==> src/rtl/demux_1_4_stream.sv <==
// 1-to-4 registered stream demultiplexer with a one-entry holding
// register per channel and an accepted-beat counter.
module demux_1_4_stream #(
    parameter int WIDTH = 32,
    parameter int CNT_W = 16
) (
    input  logic             clk,
    input  logic             rst_n,
    input  logic             in_valid,
    output logic             in_ready,
    input  logic [1:0]       in_sel,
    input  logic [WIDTH-1:0] in_data,
    output logic [3:0]       out_valid,
    input  logic [3:0]       out_ready,
    output logic [WIDTH-1:0] out_data0,
    output logic [WIDTH-1:0] out_data1,
    output logic [WIDTH-1:0] out_data2,
    output logic [WIDTH-1:0] out_data3,
    output logic [CNT_W-1:0] beat_cnt
);

    logic [3:0]       valid_q;
    logic [3:0]       valid_d;
    logic [3:0]       free;
    logic [3:0]       load;
    logic             accept;
    logic [WIDTH-1:0] data_q [4];
    logic [CNT_W-1:0] cnt_q;
    logic [CNT_W-1:0] cnt_d;

    // A slot draining this cycle can take a new beat in the same cycle.
    assign free     = ~valid_q | out_ready;
    assign in_ready = free[in_sel];
    assign accept   = in_valid & in_ready;

    always_comb begin
        load    = 4'b0000;
        valid_d = valid_q & ~out_ready;
        cnt_d   = cnt_q;
        if (accept) begin
            load    = 4'b0001 << in_sel;
            valid_d = valid_d | load;
            cnt_d   = cnt_q + {{(CNT_W-1){1'b0}}, 1'b1};
        end
    end

    always_ff @(posedge clk or negedge rst_n) begin
        if (!rst_n) begin
            valid_q <= 4'b0000;
            cnt_q   <= '0;
            for (int k = 0; k < 4; k++) begin
                data_q[k] <= '0;
            end
        end else begin
            valid_q <= valid_d;
            cnt_q   <= cnt_d;
            for (int k = 0; k < 4; k++) begin
                if (load[k]) begin
                    data_q[k] <= in_data;
                end
            end
        end
    end

    assign out_valid = valid_q;
    assign out_data0 = data_q[0];
    assign out_data1 = data_q[1];
    assign out_data2 = data_q[2];
    assign out_data3 = data_q[3];
    assign beat_cnt  = cnt_q;

endmodule

==> config.mk <==
export PLATFORM = sky130hd
export DESIGN_NAME = demux_1_4_stream
export DESIGN_NICKNAME = d
export VERILOG_FILES = /design/src/rtl/demux_1_4_stream.sv
export SDC_FILE = /design/constraint.sdc
export NUM_CORES = 1
export LEC_CHECK = 0
export ABC_AREA = 1
export CORE_UTILIZATION = 47
export CTS_CLUSTER_SIZE = 40
export DETAILED_ROUTE_END_ITERATION = 6
export PLACE_DENSITY = 0.81
export SLEW_MARGIN = 20
export SYNTH_ARGS = -nofsm -noshare
export SYNTH_HDL_FRONTEND = slang
export SYNTH_SLANG_ARGS = --single-unit
==> constraint.sdc <==
create_clock -name clk -period 1.9 [get_ports clk]
set_input_delay 0.38 -clock clk [delete_from_list [all_inputs] [get_ports clk]]
set_output_delay 0.38 -clock clk [all_outputs]
set_load 0.005 [all_outputs]
==> summary.txt <==
CTS tree = done
initial core utilization = 0.4814
register area = 3704 um2
HPWL Detailed = 13010 um
total CTS buffers = 17
via density per instance = 5.462
hold path depth = 3
RSZ-0062 raised after global routing = false
first-pass GRT wire length = 31320 um
drc violations = 0
hold path endpoint = out_data0[31]
Least-Margin Pin Slew = 0.4361 ns
critical path class = reg -> out
Worst Hold Class = in -> reg
Fin Hold WS = 0.3699 ns
Core ar. = 13240 um2
Die X = 118.5 um
startpoint types = flip-flop
Syn. warnings = 0
Clock Skew = 0.006982 ns
largest net degree at the start of global routing = 62
Unique masters post-synth = 16
P&R area growth vs syn = 43.28%
GRT overflow = 0
CTS root buf = clkbuf_16
Netlist Area Pre-Place = 6375 um2
Post-Synthesis Cells = 740
Die Y = 118.5 um
Final GP Congestion = 0.8408
share of cells above drive strength 1 = 0.07089
initial antenna violation count = 0
pwr/cell area = 1113 nW/um2
Die ar. = 14030 um2
Clk pin slew, worst setup/hold paths = 0.06 ns
max-slew violations = 0
clk sinks = 148
drt first-iter violations = 608
asr flop ratio synth = 1.000
number of port buffers = 189
final hold violation count = 0
# rows = 42
final setup vio count = 0
WP buf/inv = 1
RR Startpoint = out_valid[2]
Synth area leaders = dfrtp_1 (58%), nand2_1 (20%), nand4_1 (13%)
number of global-route vias before repair = 5854
Crit path max-delay family = buffers and inverters
fin crit share = 0.9455
net count after synthesis = 782
H-tree depth = 4
R2R Path End = beat_cnt[11]
LEAKAGE = 4.414 nW
register area share after synthesis = 0.5810
status = finished, final reports clean
drt total wl = 19380 um
Most used DFF post-synth = dfrtp_1
Hold Startpoint = in_valid
Reg2Reg Depth = 10
worst path cell trace = clkdlybuf4s50_1
commonest cells in the synthesized netlist = nand2_1 (338), dfrtp_1 (148), nand4_1 (133)
count leader, synth = nand2_1
Worst setup EP type = primary output
share of the synthesized area in the top cell type = 0.5810
Power Total = 10.17 mW
DR WL/cell = 17.51 um
Max VDD drop = 0.6527 mV
Pre-antenna DRT Iters = 5
Synth area leader = dfrtp_1
Post-synth EDFFs = 0
number of synthesized register bits = 148
R2R Setup Slk = 0.16 ns
syn_area_per_cell = 8.615 um2
Final ANT Viol Nets = 0
Max-cap violations = 0
Top Ports = 190
worst skew pair latency = 0.42 ns
crit path DAT = 1.42 ns
vias = 6046
CTS max path bufs = 2
Crit Path Max Fanout = 7
Max-slew headroom = 0.7089
Total GRT Usage = 0.2896
Multi-input gate area = 2377 um2
final net count = 961
Req. time, crit path = 1.52 ns
Slowest-stage cell, CP = clkdlybuf4s50_1
CP max stage delay = 0.55 ns
ant diodes = 0
f_max = 556.7 MHz
Fill cells = 1051
min Tclk post-route = 1.796 ns
## cells in the final DEF (no fill, tap or decap), types with 8 or more instances in the layout
master             n
buf_4             23
nand2_1          338
inv_1             14
dfrtp_1          148
clkbuf_16         17
nor2_1            16
clkdlybuf4s50_1  184
nand4_1          133
nand3_1           11
o21ai_0            8
## sequential cells by signal (all words and copies together), names as in the netlist
name       flops
beat_cnt      16
out_data0     32
out_data1     32
out_data2     32
out_data3     32
out_valid      4
## where the power goes
part	switching [mW]	leakage [nW]	internal [mW]	total, mW
Sequential	0.421	1.87	3.75	4.17
Combinational	1.04	2.24	1.39	2.42
Clock	1.25	0.308	2.32	3.58
Total	2.71	4.41	7.46	10.2
## final cells by class
class	instances	area share
multi-input combinational	520	0.2603
tap	176	0.02411
clock buffer	22	0.05301
timing repair buffer	216	0.2341
sequential	148	0.4055
clock inverter	9	0.01644
inverter	16	0.006575
## cells by family after synthesis
group / share of synthesized area
AND/OR/NAND/NOR: 0.3549
flip-flops: 0.5810
buffers and inverters: 0.04769
AO/OA/AOI/OAI: 0.006281
XOR/XNOR: 0.008243
adder cells (fa/ha/maj): 0.001962
## metrics by stage
step / setup TNS, ns / cell area [um2] / util / cells / setup WS (ns)
after detailed placement: -40.03 / 8489 / 0.6411 / 1075 / -0.3385
final: 0 / 9134 / 0.6897 / 1107 / 0.1036
after floorplan: 0 / 6375 / - / 740 / 0.3811
after global routing: 0 / 9134 / 0.6897 / 1107 / 0.004013
after global placement: -34.79 / 8489 / 0.6411 / 1075 / -0.2997
after CTS: 0 / 9133 / 0.6896 / 1107 / 0.01963
## worst max-delay path by stage
stage                       from       endpoint  slack [ns]  cells past startpoint
finish               beat_cnt[0]    beat_cnt[0]        0.10                      1
global route        out_valid[2]  out_data0[19]       0.004                     10
CTS                 out_ready[2]       in_ready        0.02                      6
detailed placement     in_sel[1]  out_data0[28]       -0.34                     10
global placement       in_sel[1]  out_data0[27]       -0.30                     10
floorplan            beat_cnt[0]   beat_cnt[12]        0.38                      8
## routing by layer
metal  vias to the layer above  share of wire  track usage
li1                       2829              -            -
met2                       276           0.47       0.4415
met5                         -              0            0
met1                      2906           0.42       0.3931
met3                        35          0.085      0.08156
met4                         0          0.026       0.1131
## timing repair
item / in CTS / in global routing
pin swaps: 0 / 1
hold endpoints to repair: 36 / 0
cloned: 0 / 0
setup endpoints to repair: 1 / 1
resized for setup: 4 / 3
setup buffers: 0 / 0
hold buffers: 1 / 0
(Power assumes the default switching activity.)
